--- src/rtl/rx_frame.sv ---
// 8N1 UART receiver that assembles NUM_BYTES bytes into a 162-bit word with
// a one-cycle valid strobe, plus stop-bit and mid-frame idle timeout errors.
module rx_frame #(
    parameter int CLK_HZ        = 100_000_000,
    parameter int BAUD_RATE     = 9600,
    parameter int DIVISOR       = CLK_HZ / BAUD_RATE,
    parameter int NUM_BYTES     = 21,
    parameter int TIMEOUT_BAUDS = 40
) (
    input  logic         clk_in,
    input  logic         rst_n_in,
    input  logic         data_in,
    output logic [161:0] val_out,
    output logic         valid_out,
    output logic         frame_err_out,
    output logic         timeout_err_out
);

    localparam int CNT_W      = $clog2(DIVISOR);
    localparam int IDLE_LIMIT = TIMEOUT_BAUDS * DIVISOR;
    localparam int IDLE_W     = $clog2(IDLE_LIMIT + 1);
    localparam int IDX_W      = $clog2(NUM_BYTES + 1);
    localparam int SLOT_W     = 8 * (NUM_BYTES - 1);
    localparam int TAIL_W     = 162 - SLOT_W;

    localparam logic [CNT_W-1:0]  HALF_LOAD = CNT_W'(DIVISOR / 2 - 1);
    localparam logic [CNT_W-1:0]  FULL_LOAD = CNT_W'(DIVISOR - 1);
    localparam logic [IDLE_W-1:0] IDLE_LAST = IDLE_W'(IDLE_LIMIT - 1);
    localparam logic [IDX_W-1:0]  LAST_IDX  = IDX_W'(NUM_BYTES - 1);

    typedef enum logic [2:0] {
        ST_IDLE  = 3'd0,
        ST_START = 3'd1,
        ST_DATA  = 3'd2,
        ST_STOP  = 3'd3,
        ST_BREAK = 3'd4
    } state_t;

    state_t              state_r, state_n_s;
    logic                sync1_r, rx_r;
    logic [CNT_W-1:0]    cnt_r;
    logic [2:0]          bit_cnt_r;
    logic [7:0]          shift_r;
    logic [IDX_W-1:0]    idx_r;
    logic [IDLE_W-1:0]   idle_cnt_r;
    logic [SLOT_W-1:0]   slot_r;
    logic                tick_s, start_s, sample_s, byte_ok_s, stop_bad_s;
    logic                idle_run_s, frame_done_s, tout_s;

    assign tick_s = (cnt_r == {CNT_W{1'b0}});

    // Two-flop synchronizer for the asynchronous serial line.
    always_ff @(posedge clk_in or negedge rst_n_in) begin
        if (!rst_n_in) begin
            sync1_r <= 1'b1;
            rx_r    <= 1'b1;
        end else begin
            sync1_r <= data_in;
            rx_r    <= sync1_r;
        end
    end

    // FSM state register.
    always_ff @(posedge clk_in or negedge rst_n_in) begin
        if (!rst_n_in) begin
            state_r <= ST_IDLE;
        end else begin
            state_r <= state_n_s;
        end
    end

    // FSM next-state logic.
    always_comb begin
        state_n_s = state_r;
        case (state_r)
            ST_IDLE:  if (!rx_r) state_n_s = ST_START; else state_n_s = ST_IDLE;
            ST_START: if (tick_s) state_n_s = rx_r ? ST_IDLE : ST_DATA; else state_n_s = ST_START;
            ST_DATA:  if (tick_s && (bit_cnt_r == 3'd7)) state_n_s = ST_STOP; else state_n_s = ST_DATA;
            ST_STOP:  if (tick_s) state_n_s = rx_r ? ST_IDLE : ST_BREAK; else state_n_s = ST_STOP;
            ST_BREAK: if (rx_r) state_n_s = ST_IDLE; else state_n_s = ST_BREAK;
            default:  state_n_s = ST_IDLE;
        endcase
    end

    // FSM control strobes; a start edge always beats an expiring idle timer.
    always_comb begin
        start_s    = 1'b0;
        sample_s   = 1'b0;
        byte_ok_s  = 1'b0;
        stop_bad_s = 1'b0;
        idle_run_s = 1'b0;
        case (state_r)
            ST_IDLE: begin
                start_s    = !rx_r;
                idle_run_s = rx_r && (idx_r != {IDX_W{1'b0}});
            end
            ST_DATA: sample_s = tick_s;
            ST_STOP: begin
                byte_ok_s  = tick_s && rx_r;
                stop_bad_s = tick_s && !rx_r;
            end
            default: start_s = 1'b0;
        endcase
        frame_done_s = byte_ok_s && (idx_r == LAST_IDX);
        tout_s       = idle_run_s && (idle_cnt_r == IDLE_LAST);
    end

    // Baud counter, bit counter and byte shift register.
    always_ff @(posedge clk_in or negedge rst_n_in) begin
        if (!rst_n_in) begin
            cnt_r     <= {CNT_W{1'b0}};
            bit_cnt_r <= 3'd0;
            shift_r   <= 8'd0;
        end else begin
            if (start_s) begin
                cnt_r <= HALF_LOAD;
            end else if ((state_r == ST_START) || (state_r == ST_DATA) || (state_r == ST_STOP)) begin
                cnt_r <= tick_s ? FULL_LOAD : (cnt_r - CNT_W'(1));
            end else begin
                cnt_r <= cnt_r;
            end
            if (start_s) begin
                bit_cnt_r <= 3'd0;
            end else if (sample_s) begin
                bit_cnt_r <= (bit_cnt_r == 3'd7) ? 3'd0 : (bit_cnt_r + 3'd1);
            end else begin
                bit_cnt_r <= bit_cnt_r;
            end
            if (sample_s) begin
                shift_r <= {rx_r, shift_r[7:1]};
            end else begin
                shift_r <= shift_r;
            end
        end
    end

    // Byte slots, byte index and idle timer.
    always_ff @(posedge clk_in or negedge rst_n_in) begin
        if (!rst_n_in) begin
            slot_r     <= {SLOT_W{1'b0}};
            idx_r      <= {IDX_W{1'b0}};
            idle_cnt_r <= {IDLE_W{1'b0}};
        end else begin
            for (int k = 0; k < NUM_BYTES - 1; k++) begin
                if (byte_ok_s && (idx_r == IDX_W'(k))) begin
                    slot_r[8*k +: 8] <= shift_r;
                end
            end
            if (stop_bad_s || tout_s || frame_done_s) begin
                idx_r <= {IDX_W{1'b0}};
            end else if (byte_ok_s) begin
                idx_r <= idx_r + IDX_W'(1);
            end else begin
                idx_r <= idx_r;
            end
            if (idle_run_s && !tout_s) begin
                idle_cnt_r <= idle_cnt_r + IDLE_W'(1);
            end else begin
                idle_cnt_r <= {IDLE_W{1'b0}};
            end
        end
    end

    // Registered outputs; the last byte contributes only its low TAIL_W bits.
    always_ff @(posedge clk_in or negedge rst_n_in) begin
        if (!rst_n_in) begin
            val_out         <= 162'd0;
            valid_out       <= 1'b0;
            frame_err_out   <= 1'b0;
            timeout_err_out <= 1'b0;
        end else begin
            if (frame_done_s) begin
                val_out <= {shift_r[TAIL_W-1:0], slot_r};
            end else begin
                val_out <= val_out;
            end
            valid_out       <= frame_done_s;
            frame_err_out   <= stop_bad_s;
            timeout_err_out <= tout_s;
        end
    end

endmodule

--- config.mk ---
export PLATFORM = sky130hd
export DESIGN_NAME = rx_frame
export DESIGN_NICKNAME = d
export VERILOG_FILES = /design/src/rtl/rx_frame.sv
export SDC_FILE = /design/constraint.sdc
export NUM_CORES = 1
export LEC_CHECK = 0
export ABC_CLOCK_PERIOD_IN_PS = 5300
export CAP_MARGIN = 30
export CORE_ASPECT_RATIO = 1.5
export CORE_MARGIN = 4
export CORE_UTILIZATION = 60
export DETAILED_ROUTE_END_ITERATION = 12
export PLACE_DENSITY = 0.84
export REMOVE_ABC_BUFFERS = 1
export SYNTH_ARGS = -nofsm -noshare
export SYNTH_HDL_FRONTEND = slang
export SYNTH_SLANG_ARGS = --single-unit
--- constraint.sdc ---
create_clock -name clk_in -period 5.3 [get_ports clk_in]
set_input_delay 1.06 -clock clk_in [delete_from_list [all_inputs] [get_ports clk_in]]
set_output_delay 1.06 -clock clk_in [all_outputs]
set_load 0.01 [all_outputs]
==> results.json <==
{
  "n_antenna_cell": 0,
  "final_util_pct": 73.6,
  "hold_viol": 0,
  "nets": 1198,
  "seq_area_frac_synth_pct": 62.5,
  "fin_tns_setup_ns": 0,
  "top_layer_used": "met4",
  "slowest_delay_ns": 0.73,
  "instances_no_fill": 1535,
  "drc": 0,
  "critPathMaxFanout": 67,
  "synth_edf_count": 0,
  "cts_resized": 0,
  "comb_power_share_pct": 1.1,
  "cap_violations": 0,
  "yosysUniqueCellTypes": 57,
  "place_ws_ns": 1.83,
  "clk_latency_ns": 0.50,
  "crit_chain": "inv_1 -> ha_1 -> nor2b_1 -> nand4_1 -> nor3_2 -> buf_4 -> mux2_2",
  "dp.cells": 1475,
  "gp_congestion": 0.880,
  "final_common_cell": "dfrtp_1",
  "worstPathRequired_ns": 5.68,
  "grt_max_degree": 136,
  "ys.flop_type": "dfrtp_1",
  "period_needed_ns": 3.52,
  "reg2reg_from": "cnt_r[0]",
  "p_leak_nw": 8.68,
  "holdPathEnd": "rx_r",
  "post_cts_buffers": 0,
  "yosys.area.top_type": "dfrtp_1",
  "critPathLaunchType": "flip-flop",
  "cts_tree": "done",
  "maxSlewViolCount": 0,
  "grt_pass1_vias": 9351,
  "switching_share_pct": 19.5,
  "io_pins": 168,
  "end_kind": "flip-flop",
  "crit_start": "cnt_r[0]",
  "dieArea_um2": 27900,
  "fp-row-count": 71,
  "cts_made_buffers": 35,
  "hold_buffers": 0,
  "rr_endpoint": "val_out[83]",
  "syn2layout_area_growth_pct": 21.1,
  "worstPathArrival_ns": 3.90,
  "start_util_pct": 60.8,
  "drt-vias-per-instance": 5.86,
  "met3_length_um": 1180,
  "min_path_cells": 0,
  "setup_viol": 0,
  "cts-root-buf": "clkbuf_16",
  "core-area_um2": 25000,
  "track_usage_pct": 23.5,
  "rrSetupSlack_ns": 1.78,
  "fin_skew_ns": 0.00619,
  "clockBufferDepth": 3,
  "async_flop_share_pct": 100,
  "p_int_mw": 4.40,
  "syn_area_um2": 15200,
  "nFillCells": 1514,
  "clkSinkCount": 379,
  "htree_levels": 2,
  "fmax_ghz": 0.284,
  "hold_class": "flip-flop to flip-flop",
  "dp_hpwl_um": 20800,
  "drive_above_1_share_pct": 35.5,
  "switchingPower_mw": 1.07,
  "power.share.sequential_pct": 53.0,
  "drtIter0Drc": 508,
  "min_from": "sync1_r",
  "syn_avg_cell_area_um2": 14.8,
  "max_slew_margin_pct": 31.5,
  "cts.clk_slew.worst_paths_ns": 0.06,
  "hold_slack_ns": 0.357,
  "rsz0062_at_grt": "false",
  "dr.pass1.iters": 5,
  "routed-via-count": 8992,
  "clockPowerShare_pct": 45.9,
  "die_width_um": 138,
  "max_slew.worst_pin.slew_ns": 1.03,
  "ys_warn_count": 0,
  "fin_crit_sh_pct": 66.4,
  "m1WireLength_um": 12400,
  "wl_met2_um": 17600,
  "final_cell_mix": "dfrtp_1 (377), mux2_2 (330), clkdlybuf4s50_1 (166)",
  "ant_nets": 0,
  "crit_slowest_cell": "buf_4",
  "setup_ws_ns": 1.78,
  "antenna_found_initial": 0,
  "status": "finished clean",
  "netlist.area_leader.share_pct": 62.2,
  "ir_drop_v": 0.000315,
  "grt_pass1_wl_um": 51700,
  "p_per_area_nw_per_um2": 297,
  "r2r_cells": 7,
  "grt_overflow": 0,
  "ys_ff_latch": 379,
  "routedWlPerCell_um": 20.8,
  "synthTopCellsByArea": "dfrtp_1 (62%), mux2_2 (24%), buf_4 (0.84%)",
  "dieHeight_um": 203,
  "worstSetupPathType": "flip-flop to flip-flop",
  "drt-total-wl_um": 31900,
  "portBuffers": 167,
  "netlist_instances": 1022
}
==> power by group through the flow <==
stage	logic, mW	clock network, mW	registers [mW]
after global routing	0.0711	2.68	2.89
after floorplan	0.000339	0	2.95
after detailed placement	0.0639	0	2.95
after global placement	0.0624	0	2.95
final	0.0593	2.51	2.90
after CTS	0.0637	2.55	2.90
==> through the flow <==
stage                     total power, mW  area (um2)
final                                5.46       18400
after global routing                 5.65       18400
after CTS                            5.50       18300
after detailed placement             3.01       17200
after global placement               3.01       17100
after floorplan                      2.95       14900
==> state kept, by name (all words and copies together) (netlist names), 3 cells and up <==
name	flops
val_out	162
bit_cnt_r	3
state_r	3
idle_cnt_r	19
idx_r	5
shift_r	8
cnt_r	14
slot_r	160
==> cells in the mapped netlist, drive strengths merged, types with 3 or more instances <==
library cell	instances
nand4	16
nor2	38
nand4b	4
nor3	10
ha	10
nand2b	3
nand2	21
o211ai	3
or3	7
buf	25
mux2	330
dfrtp	377
inv	15
clkbuf	30
nand3	22
o21a	3
or4	8
and3	6
xnor2	11
a21oi	20
o21ai	11
nor4	9
o31ai	4
==> final cells by class <==
type / instances / area [um2] / share of cell area (%)
Tap cell: 328 / 410 / 2.23
Multi-Input combinational cell: 573 / 5350 / 29.1
Sequential cell: 379 / 9490 / 51.6
Timing Repair Buffer: 181 / 1920 / 10.4
Clock buffer: 56 / 1090 / 5.92
Inverter: 15 / 56.3 / 0.306
Clock inverter: 3 / 68.8 / 0.375
==> metal layers <==
metal	up-vias	track usage, %
met2	222	41.6
li1	3994	-
met3	48	2.90
met5	-	0
met4	0	6.43
met1	4728	30.5
==> worst max-delay path by stage <==
stage              endpoint  cells past startpoint
2_1_floorplan    val_out[0]                      4
3_3_place_gp   val_out[117]                      7
3_5_place_dp    val_out[82]                      7
4_1_cts         val_out[83]                      7
5_1_grt         val_out[82]                      7
6_report        val_out[83]                      7
==> kinds of logic after synthesis <==
kind of cell               count (synthesis)  share of synthesized area (%)
DFF                                      379                           62.5
xor gates and xnor gates                  13                          0.750
and+or+nand+nor                          157                           6.36
buffers and inverters                     70                           2.26
muxes                                    332                           24.6
AOI/OAI and AO/OA                         61                           2.66
adders and majority gates                 10                          0.825
==> worst max-delay path, delay by kind of cell (launching register included) <==
family,cells,cell delay [ns]
buf+inv,2,0.82
fa+ha+maj,1,0.13
simple gates,3,1.55
flops,1,0.41
mux,1,0.42
Power figures use the tool's default switching activity.
